<file path="src/rtl/fc_pkg.sv">
// Shared definitions for the measurement-core controller: register map, STATUS bit layout, FSM states.
// Latency: n/a (declarations only).
// Backpressure: n/a.
package fc_pkg;

  // Register map (6-bit bus address)
  localparam logic [5:0] ADDR_STATUS  = 6'h10;
  localparam logic [5:0] ADDR_AVG     = 6'h11;
  localparam logic [5:0] ADDR_BUF0    = 6'h12;  // BUF[k] at ADDR_BUF0 + k
  localparam logic [5:0] ADDR_CH_SEL  = 6'h21;
  localparam logic [5:0] ADDR_SAMPLES = 6'h22;
  localparam logic [5:0] ADDR_CTRL    = 6'h23;
  localparam logic [5:0] ADDR_TIMEOUT = 6'h24;
  localparam logic [5:0] ADDR_ABORT   = 6'h2E;
  localparam logic [5:0] ADDR_START   = 6'h2F;

  // STATUS bit positions; bits 1..4 are sticky, write-1-to-clear
  localparam int STS_BUSY  = 0;
  localparam int STS_DONE  = 1;
  localparam int STS_TMO   = 2;
  localparam int STS_BADCH = 3;
  localparam int STS_OVR   = 4;

  typedef enum logic [1:0] {
    IDLE = 2'd0,
    ARM  = 2'd1,
    RUN  = 2'd2,
    DONE = 2'd3
  } fc_state_t;

endpackage

</file>
<file path="src/rtl/fc_regbank.sv">
// Bus register bank: config registers, sticky STATUS flags, command strobes and readback mux.
// Latency: writes land on the strobe edge; bus_rdata is valid one cycle after bus_rd and holds otherwise.
// Backpressure: none; every bus access is accepted in the cycle it is presented.
//
// Ports: Clock/Reset; bus_addr/bus_wdata/bus_wr/bus_rd/bus_rdata register bus;
//        ch_sel/samples/irq_en/continuous/tmo_val config out; start_wr/abort_wr/avg_rd strobes out;
//        flag_set in / flags out (STATUS bits 4:1); busy, avg_res, buf_res readback inputs.
module fc_regbank
  import fc_pkg::*;
#(
  parameter int DATA_W    = 10,
  parameter int BUF_DEPTH = 8,
  parameter int TMO_W     = 16
) (
  input  logic                          Clock,
  input  logic                          Reset,
  input  logic [5:0]                    bus_addr,
  input  logic [15:0]                   bus_wdata,
  input  logic                          bus_wr,
  input  logic                          bus_rd,
  output logic [15:0]                   bus_rdata,
  output logic [15:0]                   ch_sel,
  output logic [15:0]                   samples,
  output logic                          irq_en,
  output logic                          continuous,
  output logic [TMO_W-1:0]              tmo_val,
  output logic                          start_wr,
  output logic                          abort_wr,
  output logic                          avg_rd,
  input  logic [4:1]                    flag_set,
  output logic [4:1]                    flags,
  input  logic                          busy,
  input  logic [DATA_W-1:0]             avg_res,
  input  logic [BUF_DEPTH*DATA_W-1:0]   buf_res
);

  logic        sts_wr;
  logic [15:0] rd_mux;

  assign start_wr = bus_wr && (bus_addr == ADDR_START);
  assign abort_wr = bus_wr && (bus_addr == ADDR_ABORT);
  assign sts_wr   = bus_wr && (bus_addr == ADDR_STATUS);
  assign avg_rd   = bus_rd && (bus_addr == ADDR_AVG);

  always_comb begin
    rd_mux = '0;
    case (bus_addr)
      ADDR_STATUS:  rd_mux = {11'd0, flags, busy};
      ADDR_AVG:     rd_mux[DATA_W-1:0] = avg_res;
      ADDR_CH_SEL:  rd_mux = ch_sel;
      ADDR_SAMPLES: rd_mux = samples;
      ADDR_CTRL:    rd_mux = {14'd0, continuous, irq_en};
      ADDR_TIMEOUT: rd_mux[TMO_W-1:0] = tmo_val;
      default:      ;
    endcase
    for (int k = 0; k < BUF_DEPTH; k++) begin
      if (bus_addr == ADDR_BUF0 + 6'(k)) rd_mux[DATA_W-1:0] = buf_res[k*DATA_W +: DATA_W];
    end
  end

  always_ff @(posedge Clock or posedge Reset) begin
    if (Reset) begin
      ch_sel     <= '0;
      samples    <= '0;
      irq_en     <= 1'b0;
      continuous <= 1'b0;
      tmo_val    <= '0;
      flags      <= '0;
      bus_rdata  <= '0;
    end else begin
      if (bus_wr) begin
        case (bus_addr)
          ADDR_CH_SEL:  ch_sel  <= bus_wdata;
          ADDR_SAMPLES: samples <= bus_wdata;
          ADDR_CTRL: begin
            irq_en     <= bus_wdata[0];
            continuous <= bus_wdata[1];
          end
          ADDR_TIMEOUT: tmo_val <= bus_wdata[TMO_W-1:0];
          default:      ;
        endcase
      end
      // A hardware set in the same cycle as a W1C clear keeps the bit set.
      flags <= flag_set | (flags & ~({4{sts_wr}} & bus_wdata[4:1]));
      if (bus_rd) bus_rdata <= rd_mux;
    end
  end

endmodule

</file>
<file path="src/rtl/fc_control_multi.sv">
// Measurement-core controller: arms the core on START, waits for done_flag or timeout, captures results.
// Latency: START write -> ARM next cycle (1 cycle, core held in reset) -> RUN; done_flag edge -> capture.
// Backpressure: none; bus commands are accepted immediately, START outside IDLE is dropped.
//
// Ports: Clock/Reset; bus_* register bus; irq_out level interrupt; busy measurement in progress;
//        select_input/samples_required/enable/core_nreset drive the core; done_flag/average/buff come back.
module fc_control_multi
  import fc_pkg::*;
#(
  parameter int N_CH      = 32,
  parameter int DATA_W    = 10,
  parameter int BUF_DEPTH = 8,
  parameter int TMO_W     = 16
) (
  input  logic                          Clock,
  input  logic                          Reset,
  input  logic [5:0]                    bus_addr,
  input  logic [15:0]                   bus_wdata,
  input  logic                          bus_wr,
  input  logic                          bus_rd,
  output logic [15:0]                   bus_rdata,
  output logic                          irq_out,
  output logic                          busy,
  output logic [$clog2(N_CH)-1:0]       select_input,
  output logic [15:0]                   samples_required,
  output logic                          enable,
  output logic                          core_nreset,
  input  logic                          done_flag,
  input  logic [DATA_W-1:0]             average,
  input  logic [BUF_DEPTH*DATA_W-1:0]   buff
);

  localparam int SEL_W = $clog2(N_CH);

  fc_state_t                   state, state_n;
  logic [15:0]                 ch_sel, samples;
  logic                        irq_en, continuous;
  logic [TMO_W-1:0]            tmo_val, tmo_cnt;
  logic                        start_wr, abort_wr, avg_rd;
  logic [4:1]                  flag_set, flags;
  logic [DATA_W-1:0]           avg_res;
  logic [BUF_DEPTH*DATA_W-1:0] buf_res;
  logic                        result_valid;
  logic                        capture;
  logic                        ch_ok;

  assign ch_ok = ch_sel < 16'(N_CH);

  fc_regbank #(
    .DATA_W    (DATA_W),
    .BUF_DEPTH (BUF_DEPTH),
    .TMO_W     (TMO_W)
  ) u_regbank (
    .Clock      (Clock),
    .Reset      (Reset),
    .bus_addr   (bus_addr),
    .bus_wdata  (bus_wdata),
    .bus_wr     (bus_wr),
    .bus_rd     (bus_rd),
    .bus_rdata  (bus_rdata),
    .ch_sel     (ch_sel),
    .samples    (samples),
    .irq_en     (irq_en),
    .continuous (continuous),
    .tmo_val    (tmo_val),
    .start_wr   (start_wr),
    .abort_wr   (abort_wr),
    .avg_rd     (avg_rd),
    .flag_set   (flag_set),
    .flags      (flags),
    .busy       (busy),
    .avg_res    (avg_res),
    .buf_res    (buf_res)
  );

  // Next state and flag-set pulses. ABORT takes priority everywhere, so a
  // coincident done_flag neither captures nor touches any flag.
  always_comb begin
    state_n  = state;
    capture  = 1'b0;
    flag_set = '0;
    case (state)
      IDLE: begin
        if (!abort_wr && start_wr) begin
          if (ch_ok) state_n = ARM;
          else       flag_set[STS_BADCH] = 1'b1;
        end
      end
      ARM: state_n = abort_wr ? IDLE : RUN;
      RUN: begin
        if (abort_wr) begin
          state_n = IDLE;
        end else if (done_flag) begin
          state_n = DONE;
          capture = 1'b1;
        end else if ((tmo_val != '0) && (tmo_cnt == TMO_W'(1))) begin
          state_n = IDLE;
          flag_set[STS_TMO] = 1'b1;
        end
      end
      DONE: begin
        if (abort_wr)        state_n = IDLE;
        else if (continuous) state_n = ARM;
        else                 state_n = IDLE;
      end
      default: state_n = IDLE;
    endcase
    flag_set[STS_DONE] = capture;
    flag_set[STS_OVR]  = capture & result_valid;
  end

  // Core-facing outputs are registered from state_n so they line up with the
  // state they belong to and reset cleanly (core_nreset low while Reset is high).
  always_ff @(posedge Clock or posedge Reset) begin
    if (Reset) begin
      state            <= IDLE;
      tmo_cnt          <= '0;
      select_input     <= '0;
      samples_required <= '0;
      enable           <= 1'b0;
      busy             <= 1'b0;
      core_nreset      <= 1'b0;
      avg_res          <= '0;
      buf_res          <= '0;
      result_valid     <= 1'b0;
      irq_out          <= 1'b0;
    end else begin
      state       <= state_n;
      enable      <= (state_n == RUN);
      busy        <= (state_n != IDLE);
      core_nreset <= (state_n != ARM);

      // Channel and sample count only reach the core when a measurement is armed.
      if (state_n == ARM) begin
        tmo_cnt          <= tmo_val;
        select_input     <= ch_sel[SEL_W-1:0];
        samples_required <= samples;
      end else if ((state == RUN) && (tmo_cnt != '0)) begin
        tmo_cnt <= tmo_cnt - TMO_W'(1);
      end

      if (capture) begin
        avg_res      <= average;
        buf_res      <= buff;
        result_valid <= 1'b1;
      end else if (avg_rd) begin
        result_valid <= 1'b0;
      end

      irq_out <= irq_en & (|flags);
    end
  end

endmodule

</file>
<file path="config.mk">
export PLATFORM = sky130hd
export DESIGN_NAME = fc_control_multi
export DESIGN_NICKNAME = d
export VERILOG_FILES = /design/src/rtl/fc_pkg.sv /design/src/rtl/fc_regbank.sv /design/src/rtl/fc_control_multi.sv
export SDC_FILE = /design/constraint.sdc
export NUM_CORES = 1
export LEC_CHECK = 0
export ABC_AREA = 1
export CAP_MARGIN = 20
export CORE_MARGIN = 2
export CORE_UTILIZATION = 45
export CTS_BUF_LIST = sky130_fd_sc_hd__clkbuf_4
export CTS_CLUSTER_DIAMETER = 50
export DETAILED_ROUTE_END_ITERATION = 8
export GPL_TIMING_DRIVEN = 0
export PLACE_DENSITY = 0.69
export SKIP_CTS_REPAIR_TIMING = 1
export SYNTH_ARGS = -nofsm -noshare
export SYNTH_HDL_FRONTEND = slang
export SYNTH_SLANG_ARGS = --single-unit
</file>
<file path="constraint.sdc">
create_clock -name Clock -period 10.94 [get_ports Clock]
set_input_delay 1.094 -clock Clock [delete_from_list [all_inputs] [get_ports Clock]]
set_output_delay 1.094 -clock Clock [all_outputs]
set_load 0.01 [all_outputs]
</file>
==> flow_metrics.tcl <==
set metrics [dict create \
    outcome "complete, no violations" \
    clock.fmax_mhz 341 \
    avgSynthCellArea_um2 9.34 \
    portBuffers 157 \
    crit_chain "clkdlybuf4s50_1 -> inv_1 -> nand2_1 -> nor2_1 -> nand2_1 -> o21ai_0 -> nor2_1 -> nand4_1 -> nand2_1 -> nand4_1 -> nand2_1 -> nand2_1" \
    critPathMaxFanout 9 \
    hold_path.class "reg2reg" \
    cts.path.max_buffers 3 \
    tritoncts "built" \
    crit_type "in2reg" \
    worstMarginPinSlew_ns 0.804 \
    h-tree-depth 2 \
    holdPathStages 2 \
    core_area_um2 21000 \
    cp-start-kind "input port" \
    r2r_start "tmo_cnt[8]" \
    fp.dieH_um 150 \
    critPathMostFrequentCell "nand2_1" \
    max_slew_margin 0.462 \
    die_area_um2 22500 \
    yosys_register_bits 204 \
    required_ns 11.48 \
    slew_violations 0 \
    vdd_ir_drop_max_mv 0.113 \
    wl_mm 26.9 \
    r2r_end "tmo_cnt[1]" \
    p_total_mw 2.60 \
    die_w_um 150 \
    drc_errors 0 \
    place.gp.congestion 0.885 \
    clkLatencyLatePin_ns 0.67 \
    cts.sinks 204 \
    layout.nets 1360 \
    ys_warn_count 0 \
    grtUsageTotal 0.243 \
    finalCritPeriodShare 0.268 \
    clkTransAtPathRegs_ns 0.06 \
    antenna_found_initial 5 \
    yosysTopAreaCell "dfrtp_1" \
    end_kind "flip-flop" \
    ant_nets 0 \
    io_pins 158 \
    hold_path_end "samples_required[11]" \
    row_count 53 \
    detail_route.wl_per_cell_um 17.4 \
    mostFrequentLayoutCells "nand2_1 (249), dfrtp_1 (204), clkdlybuf4s50_1 (157)" \
    post-route-min-period_ns 2.94 \
    ff2ff_path_depth 10 \
    yosysUniqueCellTypes 34 \
    hold_viol 0 \
    ys_top_cells_by_area "dfrtp_1 (53%), mux2_2 (10%), nand2_1 (9.7%)" \
    rsz0062_at_grt "false" \
    drive_above_1_share 0.182 \
    power.density_nw_per_um2 214 \
    grt_max_degree 124 \
    worstHoldStart "samples_required[11]" \
    netlist_area_um2 9590 \
    routed_via_density 5.19 \
    grt_pass1_vias 7872 \
    setup_viol 0 \
    grt_pass1_wl_mm 41.7 \
    yosys.area.top_type_share 0.532 \
    finClkSkew_ns 0.0560 \
    ys_seq_area_frac 0.532 \
    syn-num-nets 1147 \
    vias 8013 \
    hpwl_mm 19.8 \
    area_delta_synth_final_pct 26.8 \
    root_buffer "clkbuf_4" \
    drtIter0Drc 586 \
    cap_violations 0 \
    leakagePower_nw 5.51 \
    crit_slowest_cell "clkdlybuf4s50_1" \
    synth_cells 1027 \
    initial_core_util 0.458 \
    layout_commonest_cell "nand2_1" \
    cpPeakStageDelay_ns 0.58 \
    setup_tns_ns 0 \
    overflow 0 \
    cts_made_buffers 53 \
    drtPass1Iterations 7 \
    arrival_ns 3.47 \
    r2r_setup_slack_ns 8.74 \
]
## registers in the layout, indices dropped and copies added (netlist names)
signal                count
u_regbank.bus_rdata      16
busy                      1
avg_res                  10
state                     2
buf_res                  80
tmo_cnt                  16
core_nreset               1
u_regbank.samples        16
u_regbank.ch_sel         16
u_regbank.tmo_val        16
samples_required         16
u_regbank.continuous      1
enable                    1
u_regbank.irq_en          1
result_valid              1
irq_out                   1
select_input              5
u_regbank.flags           4
## cell type report
type | count | area, um2
multi-input cells | 671 | 3840
diodes | 1 | 2.50
fillers | 1958 | 8790
plain buffers | 35 | 205
flip-flops and latches | 204 | 5100
well taps | 275 | 344
inverters | 117 | 447
repair buffers | 158 | 1600
clock inverters | 8 | 57.6
clock buffers | 75 | 563
## power by group
group	total, mW	leakage (nW)	internal (mW)	switching, mW
registers	1.20	2.48	1.03	0.171
logic	0.765	2.66	0.406	0.358
clock network	0.635	0.373	0.333	0.302
total	2.60	5.51	1.77	0.832
## critical path, delay by kind of cell
kind	cells	cell delay [ns]
buffers and inverters	2	0.65
AOI/OAI and AO/OA	1	0.16
and+or+nand+nor	9	1.56
## how the worst max path moves through the flow
stage / start / endpoint / slack, ns / depth (start not counted)
2_1_floorplan: Reset / avg_res[0] / 4.28 / 1
3_3_place_gp: Reset / select_input[2] / 1.49 / 2
3_5_place_dp: bus_addr[1] / u_regbank.bus_rdata[8] / 7.42 / 12
4_1_cts: bus_addr[1] / u_regbank.bus_rdata[8] / 8.11 / 12
5_1_grt: bus_addr[1] / u_regbank.bus_rdata[8] / 7.96 / 12
6_report: bus_addr[1] / u_regbank.bus_rdata[8] / 8.00 / 12
## metal layers
| metal | wire, um | vias to the layer above | share of wire | global-route usage |
|---|---|---|---|---|
| met5 | 33 | - | 0.0012 | 0 |
| met4 | 535 | 6 | 0.020 | 0.0741 |
| met3 | 2140 | 51 | 0.080 | 0.0604 |
| met2 | 12500 | 307 | 0.46 | 0.377 |
| met1 | 11700 | 3845 | 0.44 | 0.339 |
| li1 | - | 3804 | - | - |
## logic make-up (layout without fill, tap and decap cells)
logic type                 Yosys count  in the layout  synth area share
other                                0              1                 0
xor gates and xnor gates             7              7           0.00639
adders and majority gates            3              3           0.00391
buffers and inverters              152            393            0.0672
muxes                               85             85            0.0998
DFF                                204            204             0.532
AOI/OAI and AO/OA                  159            159            0.0956
and+or+nand+nor                    417            417             0.195
## cell usage after synthesis
master,instances
o21ai_1,25
o21ai_0,89
o41a_1,1
o211ai_2,10
nand4_1,29
nand2_4,1
buf_2,11
inv_2,5
nor2_2,5
buf_4,4
clkbuf_1,14
nand3_1,25
o211ai_4,1
nor2_4,4
inv_1,112
nor3_2,1
nor4_2,1
nor2_1,71
xor2_1,4
a21oi_1,26
o211ai_1,2
nand3_2,13
nand2_2,3
nor3_1,6
ha_1,3
or2_0,7
buf_6,6
or2_2,1
xnor2_1,3
nor2_8,1
a221oi_1,5
dfrtp_1,204
nand2_1,249
mux2_2,85
## through the flow
step	hold slack [ns]	utilization	std cells	worst slack, ns	area [um2]
CTS	0.491	0.580	1543	8.11	12200
global placement	0.469	0.549	1459	1.49	11500
finish	0.485	0.580	1544	8.00	12200
floorplan	0.451	-	1027	4.28	9590
global route	0.503	0.580	1544	7.96	12200
detailed placement	0.475	0.551	1460	7.42	11500
No activity file was read; power rests on OpenSTA's default activity.
